===== config.mk =====
export PLATFORM = sky130hd
export DESIGN_NAME = vga_pixel_fetch_flat
export DESIGN_NICKNAME = d
export VERILOG_FILES = /design/src/rtl/vga_pixel_fetch_pkg.sv /design/src/rtl/vga_pixel_fetch_if.sv /design/src/rtl/vga_pixel_fetch_fifo.sv /design/src/rtl/vga_pixel_fetch.sv /design/src/flat_wrapper.sv
export SDC_FILE = /design/constraint.sdc
export NUM_CORES = 1
export LEC_CHECK = 0
export ABC_AREA = 1
export CORE_MARGIN = 2
export CORE_UTILIZATION = 30
export CTS_CLUSTER_SIZE = 8
export DETAILED_ROUTE_END_ITERATION = 8
export PLACE_DENSITY = 0.51
export SLEW_MARGIN = 20
export SYNTH_ARGS = -nofsm -noshare
export SYNTH_HDL_FRONTEND = slang
export SYNTH_SLANG_ARGS = --single-unit

===== constraint.sdc =====
create_clock -name VGA_CLK -period 6.9 [get_ports VGA_CLK]
set_input_delay 1.38 -clock VGA_CLK [delete_from_list [all_inputs] [get_ports VGA_CLK]]
set_output_delay 1.38 -clock VGA_CLK [all_outputs]
set_load 0.005 [all_outputs]

===== src/rtl/vga_pixel_fetch_pkg.sv =====
// vga_pkg: shared types, defaults and RGB565 -> RGB888 expansion for vga_pixel_fetch.
// No ports; imported by the FIFO and the top level.
package vga_pkg;
    localparam int H_RES_DEF = 640;
    localparam int V_RES_DEF = 480;
    typedef struct packed {
        logic [4:0] r;
        logic [5:0] g;
        logic [4:0] b;
    } rgb565_t;
    typedef enum logic [1:0] {FETCH, DONE, FLUSH} fetch_state_t;
    // Replicating the top bits into the new LSBs maps full-scale to 0xFF and zero to 0x00.
    function automatic logic [23:0] rgb565_to_888(rgb565_t p);
        return {p.r, p.r[4:2], p.g, p.g[5:4], p.b, p.b[4:2]};
    endfunction
endpackage


===== src/rtl/vga_pixel_fetch_if.sv =====
// vga_pixel_fetch_if: request/grant/valid read port to the frame buffer.
// req/addr from the fetcher; gnt accepts a request, rvalid/rdata return data in request order.
interface vga_pixel_fetch_if #(parameter int ADDR_W = 19);
    logic              req;
    logic [ADDR_W-1:0] addr;
    logic              gnt;
    logic              rvalid;
    logic [15:0]       rdata;
    modport master (output req, addr, input gnt, rvalid, rdata);
    modport slave  (input req, addr, output gnt, rvalid, rdata);
endinterface


===== src/rtl/vga_pixel_fetch_fifo.sv =====
// pixel_fifo: show-ahead synchronous FIFO of RGB565 pixels.
// clk/rst_n, clear empties it, wr_en/wr_data push, rd_en pops when not empty,
// rd_data is the current head, count is the fill level.
module pixel_fifo
    import vga_pkg::*;
#(
    parameter int DEPTH = 16
) (
    input  logic                       clk,
    input  logic                       rst_n,
    input  logic                       clear,
    input  logic                       wr_en,
    input  rgb565_t                    wr_data,
    input  logic                       rd_en,
    output rgb565_t                    rd_data,
    output logic [$clog2(DEPTH+1)-1:0] count
);
    localparam int AW = $clog2(DEPTH);
    localparam int CW = $clog2(DEPTH + 1);
    rgb565_t ram [DEPTH];
    logic [AW-1:0] wr_ptr, rd_ptr;
    logic rd;
    // Writes are never blocked: the fetcher's credit scheme guarantees room.
    assign rd = rd_en && count != '0;
    assign rd_data = ram[rd_ptr];
    always_ff @(posedge clk) begin
        if (wr_en && !clear) ram[wr_ptr] <= wr_data;
    end
    always_ff @(posedge clk or negedge rst_n) begin
        if (!rst_n) begin
            wr_ptr <= '0;
            rd_ptr <= '0;
            count  <= '0;
        end else if (clear) begin
            wr_ptr <= '0;
            rd_ptr <= '0;
            count  <= '0;
        end else begin
            if (wr_en) wr_ptr <= wr_ptr + AW'(1);
            if (rd) rd_ptr <= rd_ptr + AW'(1);
            count <= count + CW'(wr_en) - CW'(rd);
        end
    end
endmodule


===== src/rtl/vga_pixel_fetch.sv =====
// vga_pixel_fetch: prefetches a raster-order RGB565 frame into a FIFO and pops
// expanded RGB888 pixels for vga_control.
// VGA_CLK/RESET_N clock and async active-low reset; VGA_VS falling edge restarts the frame;
// REQUEST_DATA pops one pixel onto VGA_R/G/B_OUT next cycle; mem is the frame-buffer read port;
// UNDERFLOW is sticky when a pop finds the FIFO empty.
module vga_pixel_fetch
    import vga_pkg::*;
#(
    parameter int DEPTH  = 16,
    parameter int H_RES  = H_RES_DEF,
    parameter int V_RES  = V_RES_DEF,
    parameter int ADDR_W = 19
) (
    input  logic                    VGA_CLK,
    input  logic                    RESET_N,
    input  logic                    VGA_VS,
    input  logic                    REQUEST_DATA,
    vga_pixel_fetch_if.master       mem,
    output logic [7:0]              VGA_R_OUT,
    output logic [7:0]              VGA_G_OUT,
    output logic [7:0]              VGA_B_OUT,
    output logic                    UNDERFLOW
);
    localparam int CW = $clog2(DEPTH + 1);
    // One extra bit so the address can sit at one-past-the-end after the last grant.
    localparam logic [ADDR_W:0] TOTAL = (ADDR_W+1)'(H_RES * V_RES);
    fetch_state_t state;
    logic [ADDR_W:0] addr;
    logic [CW-1:0] outstanding, count;
    logic vs_q, vs_fall, grant, wr_en;
    rgb565_t head;
    assign vs_fall = vs_q && !VGA_VS;
    // Credits cover both buffered and in-flight pixels, so the FIFO can never overflow.
    assign mem.req = RESET_N && state == FETCH && addr < TOTAL
                     && ({1'b0, count} + {1'b0, outstanding} < (CW+1)'(DEPTH));
    assign mem.addr = addr[ADDR_W-1:0];
    assign grant = mem.req && mem.gnt;
    // Returns during FLUSH, or in the edge cycle itself, belong to the abandoned frame.
    assign wr_en = mem.rvalid && state == FETCH && !vs_fall;
    pixel_fifo #(.DEPTH(DEPTH)) u_fifo (
        .clk     (VGA_CLK),
        .rst_n   (RESET_N),
        .clear   (vs_fall),
        .wr_en   (wr_en),
        .wr_data (mem.rdata),
        .rd_en   (REQUEST_DATA),
        .rd_data (head),
        .count   (count)
    );
    always_ff @(posedge VGA_CLK or negedge RESET_N) begin
        if (!RESET_N) begin
            state       <= FETCH;
            addr        <= '0;
            outstanding <= '0;
            vs_q        <= 1'b1;
            VGA_R_OUT   <= '0;
            VGA_G_OUT   <= '0;
            VGA_B_OUT   <= '0;
            UNDERFLOW   <= 1'b0;
        end else begin
            vs_q        <= VGA_VS;
            outstanding <= outstanding + CW'(grant) - CW'(mem.rvalid);
            if (vs_fall) begin
                state <= FLUSH;
                addr  <= '0;
            end else begin
                if (grant) addr <= addr + (ADDR_W+1)'(1);
                state <= (state == FETCH && addr == TOTAL && outstanding == '0) ? DONE :
                         (state == FLUSH && outstanding == '0) ? FETCH : state;
            end
            // The pop sees the pre-clear FIFO even when a VS edge clears it this cycle.
            if (REQUEST_DATA) begin
                {VGA_R_OUT, VGA_G_OUT, VGA_B_OUT} <= (count != '0) ? rgb565_to_888(head) : 24'h0;
                UNDERFLOW <= UNDERFLOW || count == '0;
            end
        end
    end
endmodule

===== src/flat_wrapper.sv =====
// flat-port wrapper written by rule: the top's interface ports become plain ports
module vga_pixel_fetch_flat import vga_pkg::*;
#(
    parameter int DEPTH  = 16,
    parameter int H_RES  = H_RES_DEF,
    parameter int V_RES  = V_RES_DEF,
    parameter int ADDR_W = 19
)
  (VGA_CLK, RESET_N, VGA_VS, REQUEST_DATA, VGA_R_OUT, VGA_G_OUT, VGA_B_OUT, UNDERFLOW, mem_req, mem_addr, mem_gnt, mem_rvalid, mem_rdata);
  vga_pixel_fetch_if #(.ADDR_W(ADDR_W)) mem_i ();
  input  logic VGA_CLK;
  input  logic RESET_N;
  input  logic VGA_VS;
  input  logic REQUEST_DATA;
  output logic [7:0] VGA_R_OUT;
  output logic [7:0] VGA_G_OUT;
  output logic [7:0] VGA_B_OUT;
  output logic UNDERFLOW;
  output wire logic [$bits(mem_i.req)-1:0] mem_req;
  output wire logic [$bits(mem_i.addr)-1:0] mem_addr;
  input wire logic [$bits(mem_i.gnt)-1:0] mem_gnt;
  input wire logic [$bits(mem_i.rvalid)-1:0] mem_rvalid;
  input wire logic [$bits(mem_i.rdata)-1:0] mem_rdata;
  assign mem_req = mem_i.req;
  assign mem_addr = mem_i.addr;
  assign mem_i.gnt = mem_gnt;
  assign mem_i.rvalid = mem_rvalid;
  assign mem_i.rdata = mem_rdata;
  vga_pixel_fetch #(.DEPTH(DEPTH), .H_RES(H_RES), .V_RES(V_RES), .ADDR_W(ADDR_W)) u_core (.VGA_CLK(VGA_CLK), .RESET_N(RESET_N), .VGA_VS(VGA_VS), .REQUEST_DATA(REQUEST_DATA), .mem(mem_i), .VGA_R_OUT(VGA_R_OUT), .VGA_G_OUT(VGA_G_OUT), .VGA_B_OUT(VGA_B_OUT), .UNDERFLOW(UNDERFLOW));
endmodule

==> results.py <==
metrics = {
    "outcome": {
        "status": "finished clean",
    },
    "sta": {
        "min_period_over_period_pct": 56.8,
        "rsz0062_at_grt": "no",
        "hold_viol_final": 0,
        "fmax_mhz": 255,
        "fin_tns_setup_ns": 0,
        "slew_violations": 0,
        "maxSlewHeadroom_pct": 28.0,
        "worst_slew_pin_slew_ns": 1.08,
        "final.setup_skew_ns": 0.0217,
        "finalSetupViolations": 0,
        "fin_crit_ns": 3.92,
    },
    "final_layout": {
        "diodes": 0,
        "finalNonFillerCells": 1967,
        "finalInstanceArea_um2": 16100,
        "nets": 1396,
        "fillers": 4612,
        "syn_to_final_growth_pct": 16.0,
        "drive_gt1_share_pct": 7.24,
    },
    "placed_design": {
        "routabilityCongestion": 0.838,
        "dp_hpwl_um": 22500,
        "dp_cells": 1902,
        "placed_area_um2": 14900,
        "port_buffers": 66,
    },
    "critical_path": {
        "rrSetupSlack_ns": 3.27,
        "critPathMaxStageDelay_ns": 0.49,
        "worstPathCellList": "buf_2, nand2_1, nor2_1, nand2_1, a21oi_2, nand2_1, inv_1, clkdlybuf4s50_1",
        "startpoint_type": "primary input",
        "worst-endpoint-required_ns": 5.52,
        "reg2reg_depth": 10,
        "r2r_end": "u_core.VGA_G_OUT[1]",
        "crit_type": "in2out",
        "crit_fanout": 3,
        "rr_startpoint": "u_core.u_fifo.rd_ptr[0]",
        "crit_top_cell": "nand2_1",
        "arrival_ns": 2.54,
        "slowest_stage": "clkdlybuf4s50_1",
        "end_kind": "output pin",
    },
    "power_and_ir_drop": {
        "peakVddDrop_uv": 187,
        "swShare_pct": 34.0,
        "power_frac_comb_pct": 28.0,
        "power_density_nw_per_um2": 372,
        "p_seq_share_pct": 39.1,
        "p_leak_nw": 6.15,
        "intPower_mw": 3.95,
        "clkPwrFrac_pct": 32.9,
        "p_sw_mw": 2.03,
    },
    "logic_synthesis": {
        "yosysTopAreaCell": "edfxtp_1",
        "synth_seq_cells": 314,
        "yosysMostFrequentCell": "nand2_1",
        "synth_top_area_share_pct": 55.5,
        "synth_common_cells": "474 x nand2_1, 256 x edfxtp_1, 225 x nand3_1",
        "synth_area_leaders": "edfxtp_1 55%, nand2_1 13%, dfrtp_1 10%",
        "synth-edff-count": 256,
        "syn-num-nets": 1365,
        "ys_types": 35,
        "synth-seq-area-share_pct": 65.9,
        "syn_inst": 1318,
        "synth_warnings": 0,
        "synth_ff_type": "edfxtp_1",
        "mappedNetlistArea_um2": 13900,
        "async_flop_share_pct": 18.5,
        "syn_area_per_cell_um2": 10.5,
    },
    "floorplanning": {
        "initial_utilization_pct": 30.5,
        "dieArea_um2": 47900,
        "fp.dieH_um": 219,
        "core_area_um2": 45500,
        "rows": 78,
        "ioPinCount": 67,
        "fp.dieW_um": 219,
    },
    "worst_hold_path": {
        "hp-class": "reg2reg",
        "min-delay-start": "u_core.VGA_R_OUT[4]",
        "min_to": "u_core.VGA_R_OUT[4]",
        "whs_path_depth": 2,
    },
    "global_route": {
        "grt_pass1_wl_um": 55800,
        "grt_usage_pct": 15.4,
        "overflow": 0,
        "grt_antenna_before_repair": 0,
        "grt_max_degree": 79,
        "grt_pass1_vias": 8917,
    },
    "detailed_routing": {
        "postRouteAntennaNets": 0,
        "wire_per_inst_um": 18.5,
        "vias_per_cell": 4.69,
        "drc_errors": 0,
        "routed_wl_um": 36300,
        "num_vias": 9231,
        "dr.pass1.iters": 5,
        "drt-initial-drc-count": 797,
    },
    "cts": {
        "cts_buffer_depth": 3,
        "clkLatencyLatePin_ns": 0.54,
        "cts_resized": 0,
        "postCtsSetupRepairBufs": 0,
        "htreeDepth": 2,
        "hold_buffers": 0,
        "cts_buffers": 45,
        "cts_tree": "yes",
        "root_buffer": "clkbuf_16",
        "clock_sinks": 314,
        "clkSlewWorstSetupHoldPaths_ns": 0.05,
    },
    "flow_run": {
        "cap_viol_max_count": 0,
    },
}
## through the flow
stage                     worst slack (ns)  total power [mW]  utilization, %  hold WS (ns)
after floorplan                       3.69              3.41               -         0.468
after global placement                2.93              4.07            32.7         0.473
after detailed placement              2.92              4.07            32.7         0.477
after CTS                             2.96              6.05            35.4         0.488
after global routing                  2.86              6.33            35.4         0.504
final                                 2.98              5.98            35.4         0.483
## cells by family after synthesis
group	share of synthesized area (%)
adders and majority gates	2.36
and+or+nand+nor	24.4
AOI/OAI and AO/OA	0.830
DFF	65.9
buffers and inverters	5.32
xor gates and xnor gates	1.14
## layout make-up
class	count	area [um2]	area share (%)
flip-flops and latches	314	9150	56.8
multi-input cells	857	4030	25.0
clock buffers	63	1210	7.55
well taps	600	751	4.67
repair buffers	74	716	4.45
inverters	57	215	1.34
clock inverters	2	21.3	0.132
## registers in the layout, summed over array words and instances (netlist names)
register and count:
u_core.VGA_B_OUT 5, u_core.u_fifo.rd_ptr 4, u_core.u_fifo.ram 256, u_core.vs_q 1, u_core.u_fifo.wr_ptr 4, u_core.VGA_R_OUT 5
u_core.outstanding 5, u_core.u_fifo.count 5, u_core.addr 20, u_core.state 2, u_core.VGA_G_OUT 6, u_core.UNDERFLOW 1
## placed cells by master, fill, tap and decap left out, types with 2 or more instances in the layout
cell	instances
inv_2	4
ha_1	23
clkinv_2	2
nand2_1	474
buf_4	8
xor2_1	14
o21ai_0	9
clkbuf_16	46
fa_1	2
nand3_1	225
xnor2_1	4
a21oi_1	9
dfrtp_1	55
nand3_2	9
edfxtp_1	256
clkdlybuf4s50_1	65
nor4_1	2
clkinv_1	4
inv_1	48
nor2_2	19
nor3b_2	2
nor2_1	50
clkbuf_1	17
nand4_1	5
## worst max path at each step
| stage | start | end | slack, ns | cells after the start |
|---|---|---|---|---|
| after floorplan | RESET_N | mem_req | 3.69 | 6 |
| after global placement | VGA_VS | u_core.u_fifo.count[4] | 2.93 | 10 |
| after detailed placement | VGA_VS | u_core.u_fifo.count[4] | 2.92 | 10 |
| after CTS | RESET_N | mem_req | 2.96 | 8 |
| after global routing | RESET_N | mem_req | 2.86 | 8 |
| final | RESET_N | mem_req | 2.98 | 8 |
## power by group through the flow
stage	clock network (mW)	logic, mW	registers [mW]
2_1_floorplan	0	1.12	2.29
3_3_place_gp	0	1.69	2.37
3_5_place_dp	0	1.70	2.37
4_1_cts	2.01	1.70	2.34
5_1_grt	2.08	1.89	2.35
6_report	1.97	1.67	2.33
## per-layer routing
metal | track usage, % | vias to the layer above | part of all wire (%)
li1 | - | 4465 | -
met1 | 22.6 | 4479 | 48
met2 | 23.0 | 234 | 44
met3 | 2.31 | 53 | 4.9
met4 | 5.68 | 0 | 3.1
met5 | 0 | - | 0
## worst max-delay path, delay by kind of cell
family                 cells  cell delay, ns
AOI/OAI and AO/OA          1            0.17
and+or+nand+nor            4            0.33
buffers and inverters      3            0.66
(Power assumes the default switching activity.)
